File: src/rtl/fault_campaign_seq_if.sv
// Fault-campaign control/observe bundle between the sequencer and the faulted netlist harness.
// Pure wiring; no storage or latency of its own.
// No backpressure: all signals are level/pulse, sampled every clock.
interface fault_campaign_seq_if #(
  parameter int NSITES = 16,
  parameter int WIDTH  = 8
);
  localparam int NF = 2 * NSITES;
  localparam int FW = (NF > 1) ? $clog2(NF) : 1;
  localparam int CW = $clog2(NF + 1);

  logic              start;
  logic [WIDTH-1:0]  dut_out;
  logic [WIDTH-1:0]  gold_out;
  logic [NSITES-1:0] stuck0;
  logic [NSITES-1:0] stuck1;
  logic              dut_rst;
  logic              busy;
  logic              done;
  logic [FW-1:0]     cur_fault;
  logic [NF-1:0]     det_map;
  logic [CW-1:0]     det_count;

  // Sequencer side: observes the netlist, drives the fault controls and results.
  modport master (
    input  start, dut_out, gold_out,
    output stuck0, stuck1, dut_rst, busy, done, cur_fault, det_map, det_count
  );

  // Harness side: starts campaigns, feeds outputs back, consumes results.
  modport slave (
    output start, dut_out, gold_out,
    input  stuck0, stuck1, dut_rst, busy, done, cur_fault, det_map, det_count
  );
endinterface

File: src/rtl/fault_campaign_seq.sv
// Stuck-at fault campaign sequencer: walks every site/polarity, resets DUT+golden, compares for WINDOW cycles.
// Campaign takes 2*NSITES*(2+WINDOW) busy cycles; done pulses one cycle later (less with early abort).
// No backpressure; start is ignored while busy. Optional macro FAULT_EARLY_ABORT_EN ends a window on first mismatch.
module fault_campaign_seq #(
  parameter int NSITES = 16,
  parameter int WINDOW = 64,
  parameter int WIDTH  = 8
) (
  input logic                clk,
  input logic                rst,
  fault_campaign_seq_if.master bus
);
  localparam int NF = 2 * NSITES;
  localparam int FW = (NF > 1) ? $clog2(NF) : 1;
  localparam int CW = $clog2(NF + 1);
  localparam int WW = (WINDOW > 1) ? $clog2(WINDOW) : 1;

  typedef enum logic [1:0] {
    S_IDLE = 2'd0,
    S_PRST = 2'd1,
    S_RUN  = 2'd2,
    S_DONE = 2'd3
  } state_t;

  state_t            r_state;
  state_t            w_state_nxt;
  logic              r_pcnt;
  logic              w_pcnt_nxt;
  logic [WW-1:0]     r_win;
  logic [WW-1:0]     w_win_nxt;
  logic [FW-1:0]     r_fault;
  logic [FW-1:0]     w_fault_nxt;
  logic [NF-1:0]     r_det_map;
  logic [CW-1:0]     r_det_count;
  logic [NSITES-1:0] r_stuck0;
  logic [NSITES-1:0] r_stuck1;
  logic [NSITES-1:0] w_site_oh;
  logic              w_mis;
  logic              w_last_fault;
  logic              w_win_end;
  logic              w_clear;
  logic              w_det_new;

  // A mismatch only counts while a fault is actually applied.
  assign w_mis        = (r_state == S_RUN) && (bus.dut_out != bus.gold_out);
  assign w_last_fault = (r_fault == FW'(NF - 1));
  assign w_det_new    = w_mis && !r_det_map[r_fault];

`ifdef FAULT_EARLY_ABORT_EN
  // First mismatch already proves detection, so the rest of the window is skipped.
  assign w_win_end = (r_win == WW'(WINDOW - 1)) || w_mis;
`else
  assign w_win_end = (r_win == WW'(WINDOW - 1));
`endif

  // Site select for the fault about to be applied: site is the fault index without its polarity bit.
  assign w_site_oh = NSITES'(1) << (w_fault_nxt >> 1);

  // Next-state, window/pre-reset counters and fault index advance.
  always_comb begin
    w_state_nxt = r_state;
    w_pcnt_nxt  = r_pcnt;
    w_win_nxt   = r_win;
    w_fault_nxt = r_fault;
    w_clear     = 1'b0;
    case (r_state)
      S_IDLE: begin
        if (bus.start) begin
          w_state_nxt = S_PRST;
          w_pcnt_nxt  = 1'b0;
          w_fault_nxt = '0;
          w_clear     = 1'b1;
        end
      end
      S_PRST: begin
        if (r_pcnt) begin
          w_state_nxt = S_RUN;
          w_win_nxt   = '0;
        end else begin
          w_pcnt_nxt = 1'b1;
        end
      end
      S_RUN: begin
        if (w_win_end) begin
          if (w_last_fault) begin
            w_state_nxt = S_DONE;
          end else begin
            w_state_nxt = S_PRST;
            w_pcnt_nxt  = 1'b0;
            w_fault_nxt = r_fault + 1'b1;
          end
        end else begin
          w_win_nxt = r_win + 1'b1;
        end
      end
      S_DONE: begin
        w_state_nxt = S_IDLE;
      end
      default: begin
        w_state_nxt = S_IDLE;
      end
    endcase
  end

  // State, counters and detection results.
  always_ff @(posedge clk) begin
    if (rst) begin
      r_state     <= S_IDLE;
      r_pcnt      <= 1'b0;
      r_win       <= '0;
      r_fault     <= '0;
      r_det_map   <= '0;
      r_det_count <= '0;
    end else begin
      r_state <= w_state_nxt;
      r_pcnt  <= w_pcnt_nxt;
      r_win   <= w_win_nxt;
      r_fault <= w_fault_nxt;
      if (w_clear) begin
        r_det_map   <= '0;
        r_det_count <= '0;
      end else if (w_det_new) begin
        r_det_map[r_fault] <= 1'b1;
        r_det_count        <= r_det_count + 1'b1;
      end
    end
  end

  // Fault enables are registered from the next state so the fault is live from the first RUN cycle.
  always_ff @(posedge clk) begin
    if (rst) begin
      r_stuck0 <= '0;
      r_stuck1 <= '0;
    end else if (w_state_nxt == S_RUN) begin
      r_stuck0 <= w_fault_nxt[0] ? '0 : w_site_oh;
      r_stuck1 <= w_fault_nxt[0] ? w_site_oh : '0;
    end else begin
      r_stuck0 <= '0;
      r_stuck1 <= '0;
    end
  end

  assign bus.stuck0    = r_stuck0;
  assign bus.stuck1    = r_stuck1;
  assign bus.dut_rst   = (r_state == S_PRST);
  assign bus.busy      = (r_state == S_PRST) || (r_state == S_RUN);
  assign bus.done      = (r_state == S_DONE);
  assign bus.cur_fault = r_fault;
  assign bus.det_map   = r_det_map;
  assign bus.det_count = r_det_count;

endmodule

File: src/flat_wrapper.sv
// flat-port wrapper written by rule: the top's interface ports become plain ports
module fault_campaign_seq_flat 
#(
  parameter int NSITES = 16,
  parameter int WINDOW = 64,
  parameter int WIDTH  = 8
)
  (clk, rst, bus_start, bus_dut_out, bus_gold_out, bus_stuck0, bus_stuck1, bus_dut_rst, bus_busy, bus_done, bus_cur_fault, bus_det_map, bus_det_count);
  fault_campaign_seq_if #(.NSITES(NSITES), .WIDTH(WIDTH)) bus_i ();
  input logic clk;
  input logic rst;
  input wire logic [$bits(bus_i.start)-1:0] bus_start;
  input wire logic [$bits(bus_i.dut_out)-1:0] bus_dut_out;
  input wire logic [$bits(bus_i.gold_out)-1:0] bus_gold_out;
  output wire logic [$bits(bus_i.stuck0)-1:0] bus_stuck0;
  output wire logic [$bits(bus_i.stuck1)-1:0] bus_stuck1;
  output wire logic [$bits(bus_i.dut_rst)-1:0] bus_dut_rst;
  output wire logic [$bits(bus_i.busy)-1:0] bus_busy;
  output wire logic [$bits(bus_i.done)-1:0] bus_done;
  output wire logic [$bits(bus_i.cur_fault)-1:0] bus_cur_fault;
  output wire logic [$bits(bus_i.det_map)-1:0] bus_det_map;
  output wire logic [$bits(bus_i.det_count)-1:0] bus_det_count;
  assign bus_i.start = bus_start;
  assign bus_i.dut_out = bus_dut_out;
  assign bus_i.gold_out = bus_gold_out;
  assign bus_stuck0 = bus_i.stuck0;
  assign bus_stuck1 = bus_i.stuck1;
  assign bus_dut_rst = bus_i.dut_rst;
  assign bus_busy = bus_i.busy;
  assign bus_done = bus_i.done;
  assign bus_cur_fault = bus_i.cur_fault;
  assign bus_det_map = bus_i.det_map;
  assign bus_det_count = bus_i.det_count;
  fault_campaign_seq #(.NSITES(NSITES), .WINDOW(WINDOW), .WIDTH(WIDTH)) u_core (.clk(clk), .rst(rst), .bus(bus_i));
endmodule
File: config.mk
export PLATFORM = sky130hd
export DESIGN_NAME = fault_campaign_seq_flat
export DESIGN_NICKNAME = d
export VERILOG_FILES = /design/src/rtl/fault_campaign_seq_if.sv /design/src/rtl/fault_campaign_seq.sv /design/src/flat_wrapper.sv
export SDC_FILE = /design/constraint.sdc
export NUM_CORES = 1
export LEC_CHECK = 0
export CORE_MARGIN = 4
export CORE_UTILIZATION = 43
export CTS_CLUSTER_DIAMETER = 150
export DETAILED_ROUTE_END_ITERATION = 8
export GPL_ROUTABILITY_DRIVEN = 0
export PLACE_DENSITY = 0.88
export SKIP_CTS_REPAIR_TIMING = 1
export SLEW_MARGIN = 40
export SYNTH_ARGS = -nofsm -noshare
export SYNTH_HDL_FRONTEND = slang
export SYNTH_SLANG_ARGS = --single-unit
File: constraint.sdc
create_clock -name clk -period 2.39 [get_ports clk]
set_input_delay 0.3585 -clock clk [delete_from_list [all_inputs] [get_ports clk]]
set_output_delay 0.3585 -clock clk [all_outputs]
set_load 0.01 [all_outputs]
After elaboration in Yosys (flattened, before gate mapping)
Index checks and enable logic that the tools add are counted.
{"block": "word_totals", "word_cells": 64, "inputBits": 19, "register_bits": 84, "output_inout_bits": 78}
{"block": "op_classes", "order_cmp": 2, "mux": 22, "bitwise_logic": 3, "shift": 1, "addsub": 3, "reduce_logical": 13, "n_eq_ne": 12}
{"op": "OR 32 bit", "count": 1}
{"op": "left shift 1 x 4 -> 16 bit, first input constant", "count": 1}
{"op": "two-way mux 5 bit", "count": 3}
{"op": "adder 6 x 1 -> 6 bit, second input constant", "count": 2}
{"op": "two-way mux 6 bit", "count": 2}
{"op": "one-hot mux 6 bit (2 select lines)", "count": 1}
{"op": "one-hot mux 5 bit (2 select lines)", "count": 1}
{"op": "two-way mux 2 bit", "count": 4}
{"op": "inequality test 8 bit", "count": 1}
{"op": "one-hot mux 2 bit (4 select lines)", "count": 1}
{"op": "two-way mux 1 bit", "count": 7}
{"op": "== test 2 bit, second input constant", "count": 3}
{"op": "== test 6 bit, second input constant", "count": 1}
{"op": "< comparator 5 x 6 -> 1 bit, second input constant", "count": 1}
{"op": "inequality test 2 bit, second input constant", "count": 3}
{"op": "OR reduction 3 bit", "count": 2}
{"op": "adder 5 x 1 -> 5 bit, second input constant", "count": 1}
{"op": "binary-select mux 1 bit (select 5 bit)", "count": 1}
{"op": "demux 1 bit (select 5 bit)", "count": 1}
{"op": "== test 5 bit, second input constant", "count": 1}
{"op": ">= comparator 5 x 1 -> 1 bit, second input constant", "count": 1}
{"op": "inequality test 2 x 1 -> 1 bit, second input constant", "count": 2}
{"op": "AND reduction 4 bit", "count": 1}
{"op": "logical AND 1 bit", "count": 3}
{"op": "10 further kinds", "count": 11}

Logic depth before layout (Yosys ltp)
{"block": "logic_depth", "depth_word": 7, "mapped_depth": 9, "depth_no_buf": 8}

Worst setup path after synthesis
Ideal clock, no wire load.
{"block": "synth_path", "kind": "reg-to-reg", "startpoint": "register u_core.r_fault[0] (netlist: u_core.bus.cur_fault[0])", "endpoint": "register u_core.r_det_count[2] (netlist: u_core.bus.det_count[2])", "arrival_ns": 2.290, "slack_ns": -0.016, "period_less_slack_ns": 2.406, "n_path_buf": 2, "path_stages_with_launch": 9, "cell_sequence": "dfxtp_1 buf_6 mux4_2 and2_0 o32a_1 a2111oi_4 buf_6 a21oi_1 a31o_2"}
{"block": "synth_via", "elab_chain_cells": 4}
{"element": "start: declaration", "line": "fault_campaign_seq.sv:31", "text": "logic [FW-1:0] r_fault;"}
{"element": "start signal: assignment", "line": "fault_campaign_seq.sv:118", "text": "r_fault <= w_fault_nxt;"}
{"element": "binary-select mux 1 bit (select 5 bit)", "line": "fault_campaign_seq.sv:47", "text": "assign w_det_new = w_mis && !r_det_map[r_fault];"}
{"element": "two-way mux 1 bit (implied by the code)", "line": "fault_campaign_seq.sv:47"}
{"element": "logical NOT 1 bit", "line": "fault_campaign_seq.sv:47"}
{"element": "logical AND 1 bit", "line": "fault_campaign_seq.sv:47"}
{"element": "end signal: assignment", "line": "fault_campaign_seq.sv:124", "text": "r_det_count <= r_det_count + 1'b1;"}
{"element": "end: declaration", "line": "fault_campaign_seq.sv:34", "text": "logic [CW-1:0] r_det_count;"}
No other way between the ends. The select of a mux whose other input is x is not followed.
A chain may end at the register's enable or synchronous reset.

Final worst setup path
{"block": "layout_path", "startpoint": "register u_core.r_fault[0] (netlist: u_core.bus.cur_fault[0])", "endpoint": "register u_core.r_det_map[0] (netlist: u_core.bus.det_map[0])"}
{"block": "layout_via", "elab_chain_cells": 5, "word_cells_on_any_way": 10}
{"element": "< comparator 5 x 6 -> 1 bit (implied by the code) / >= comparator 5 x 1 -> 1 bit (equally long branches)", "line": "fault_campaign_seq.sv:123", "text": "r_det_map[r_fault] <= 1'b1;"}
{"element": "logical AND 1 bit (implied by the code)", "line": "fault_campaign_seq.sv:123"}
{"element": "two-way mux 1 bit (implied by the code)", "line": "fault_campaign_seq.sv:123"}
{"element": "demux 1 bit (select 5 bit)"}
{"element": "OR 32 bit (no source line)"}
{"element": "end signal: assignment", "line": "fault_campaign_seq.sv:112", "text": "r_det_map <= '0;"}
{"element": "end signal: assignment", "line": "fault_campaign_seq.sv:120", "text": "r_det_map <= '0;"}
{"element": "end signal: indexed assignment", "line": "fault_campaign_seq.sv:123"}
{"element": "end: declaration", "line": "fault_campaign_seq.sv:33", "text": "logic [NF-1:0] r_det_map;"}
Several ways; a longest one is shown, not always the timed one. The select of a mux whose other input is x is not followed.

==> run metrics <==
worst skew pair latency about 370 ps; initial antenna violation count 0; ys async rst share 0; Std-Cell Rows 32; Root Driver clkbuf_8; most frequent cells in the layout clkdlybuf4s50_1 (96), dfxtp_1 (82), nor2_1 (52); Mapped Cells 384; clock slew seen by the registers of the worst setup and hold paths 80 ps; fmax 0.429 GHz; worst r2r path cells 8; crit-path most repeated cell buf_6; worst-path cell chain buf_6 -> mux4_2 -> nand3_1 -> a31oi_1 -> a2111oi_4 -> buf_6 -> nand2_2 -> o21ai_0; WP data required 2670 ps; CP peak stage delay 520 ps; grt ovf 0; slowest stage cell, crit path mux4_2; Leak around 1.7 nW; post-DP HPWL 7020 µm; hold crit path type reg -> reg; area delta synth->final 42.5%; Hold Crit Start u_core.bus.det_map[19]$_SDFFE_PP0P_; max_slew headroom 0.568; commonest non-fill, non-tap cell in the layout clkdlybuf4s50_1; DR WL/cell 16.4 µm; CP Capture Type flip-flop; post-synthesis register bit count 84; syn_nets 413; Min-Delay Endpoint u_core.bus.det_map[19]$_SDFFE_PP0P_; Residual DRC 0; fillcell total 595; H-Tree Depth 3; ratio of final minimum period to clock period 0.976; Worst path depth 8; Die Wd between 90 and 100 µm; starting density of the core 0.446; setup slack, reg-to-reg about 58 ps; CTS tree built; pin count of the biggest net entering global routing 44; CP Data Arrival Time ~2600 ps; clock tree sinks 84; reg-to-reg startpoint u_core.bus.cur_fault[0]$_SDFF_PP0_; Final Hold Fails 0; WP buf/inv 2; Worst-Margin Slew 642 ps; hold depth 2; number of global-route vias before repair ~3,300; DR iter-0 viols about 220; Post-Route WL between 9000 and 10,000 µm; antenna-violating nets left 0; Mapped Area around 3500 µm²; crit path launch type flip-flop; total die area 9600 µm²; I/O Pins 97; maximum vdd ir drop around 0.00072 V; routed via count between 3,000 and 4,000; CTS Buf Count 9; Crit Path Category reg -> reg; CP max FO 10; Seq/Total Area, Yosys 0.483; YS warnings 0; Slew Limit Fails 0; Final nets 524; Port Buf Inserts 96; Total GRT Usage 0.198; cell family with most CP delay compound AO/OA/AOI/OAI gates; final setup fails 0; fin crit period 2330 ps; share of cells above drive strength 1 0.128; Layout Skew 11.2 ps; RR Endpoint u_core.bus.det_map[0]$_SDFFE_PP0P_; Post-synth top flop dfxtp_1; worst-case clock buffer depth 2; # Max-Cap Violations 0; diode count 0; synthesized area per cell 9.07 µm²; Post-synth EDFFs 0; Post-Route Utilization 0.636; status finished, final reports clean; first-pass GRT wire length roughly 16,000 µm; Pwr per Cell Area 549 nW/µm²; Die Y 98.0 µm; number of distinct library cells after synthesis 54; DR pass1 iterations 7; Final Hold Slack 469 ps; Core Footprint 7810 µm²; RSZ-0062 raised after global routing yes; Via-to-Cell Ratio 5.54
==> report_power, final <==
part	internal (mW)	total, mW	switching (mW)
Combinational	0.0767	0.167	0.0908
Sequential	1.40	1.41	0.00603
Clock	0.603	1.15	0.547
Total	2.08	2.73	0.644
==> cells in the mapped netlist, types with 4 or more instances <==
cell type / count / share of area
inv_1: 7 / 0.0075
ha_1: 10 / 0.036
mux2i_1: 10 / 0.029
nand3b_1: 5 / 0.011
mux2_2: 4 / 0.013
xnor2_1: 11 / 0.028
a21oi_1: 9 / 0.013
nor2_1: 52 / 0.056
nor2b_1: 4 / 0.0072
clkbuf_1: 14 / 0.015
dfxtp_1: 84 / 0.48
o21ai_0: 37 / 0.053
nand3_1: 19 / 0.027
nand2_1: 50 / 0.054
or3_1: 4 / 0.0072
nand4_1: 9 / 0.016
==> sequential cells by signal, summed over array words and instances, names as in the netlist <==
register,count
u_core.bus.cur_fault,5
u_core.bus.det_count,6
u_core.bus.det_map,32
u_core.bus.stuck0,16
u_core.bus.stuck1,16
u_core.r_pcnt,1
u_core.r_state,2
u_core.r_win,6
==> stage by stage <==
step	std cells	TNS, ps	total power [mW]	area [µm²]	worst slack (ps)
6_report	602	0	2.73	4960	58.2
5_1_grt	602	-598	2.80	4960	-55.0
4_1_cts	597	-760	2.73	4860	-103
3_5_place_dp	581	-431	1.60	4630	-86.7
3_3_place_gp	581	0	1.60	4630	62.1
2_1_floorplan	384	0	1.53	3490	30.2
==> worst min-delay path, stage by stage (launching register included) <==
cell and delay [ps]:
dfxtp_1 330, nand2_1 50, o21ai_1 50
==> routing by layer <==
layer | part of all wire | track usage
met1 | 0.39 | 0.224
met2 | 0.53 | 0.357
met3 | 0.056 | 0.0543
met4 | 0.021 | 0.0660
met5 | 0 | 0
==> cell type report <==
class / instances / area, µm² / area share
multi-input combinational: 275 / 1740 / 0.350
clock buffer: 9 / 124 / 0.0250
clock inverter: 7 / 104 / 0.0209
tap: 102 / 128 / 0.0257
timing repair buffer: 118 / 1160 / 0.233
inverter: 7 / 26.3 / 0.00530
sequential: 84 / 1690 / 0.340
==> logic make-up after synthesis <==
family	Yosys count	share of synthesized area
flip-flops	84	0.483
AO/OA/AOI/OAI	76	0.143
adder cells (fa/ha/maj)	10	0.0359
buffers and inverters	25	0.0316
AND/OR/NAND/NOR	158	0.210
multiplexers	17	0.0611
XOR/XNOR	14	0.0352
==> worst max path at each step <==
stage	startpoint	end
2_1_floorplan	u_core.bus.cur_fault[0]$_SDFF_PP0_	u_core.bus.det_count[2]$_SDFFE_PP0P_
3_3_place_gp	u_core.bus.cur_fault[0]$_SDFF_PP0_	u_core.bus.det_map[12]$_SDFFE_PP0P_
3_5_place_dp	u_core.bus.cur_fault[0]$_SDFF_PP0_	u_core.bus.det_map[20]$_SDFFE_PP0P_
4_1_cts	u_core.bus.cur_fault[0]$_SDFF_PP0_	u_core.bus.det_map[0]$_SDFFE_PP0P_
5_1_grt	u_core.bus.cur_fault[0]$_SDFF_PP0_	u_core.bus.stuck1[15]$_SDFF_PP0_
6_report	u_core.bus.cur_fault[0]$_SDFF_PP0_	u_core.bus.det_map[0]$_SDFFE_PP0P_
No activity file was read; power rests on OpenSTA's default activity.
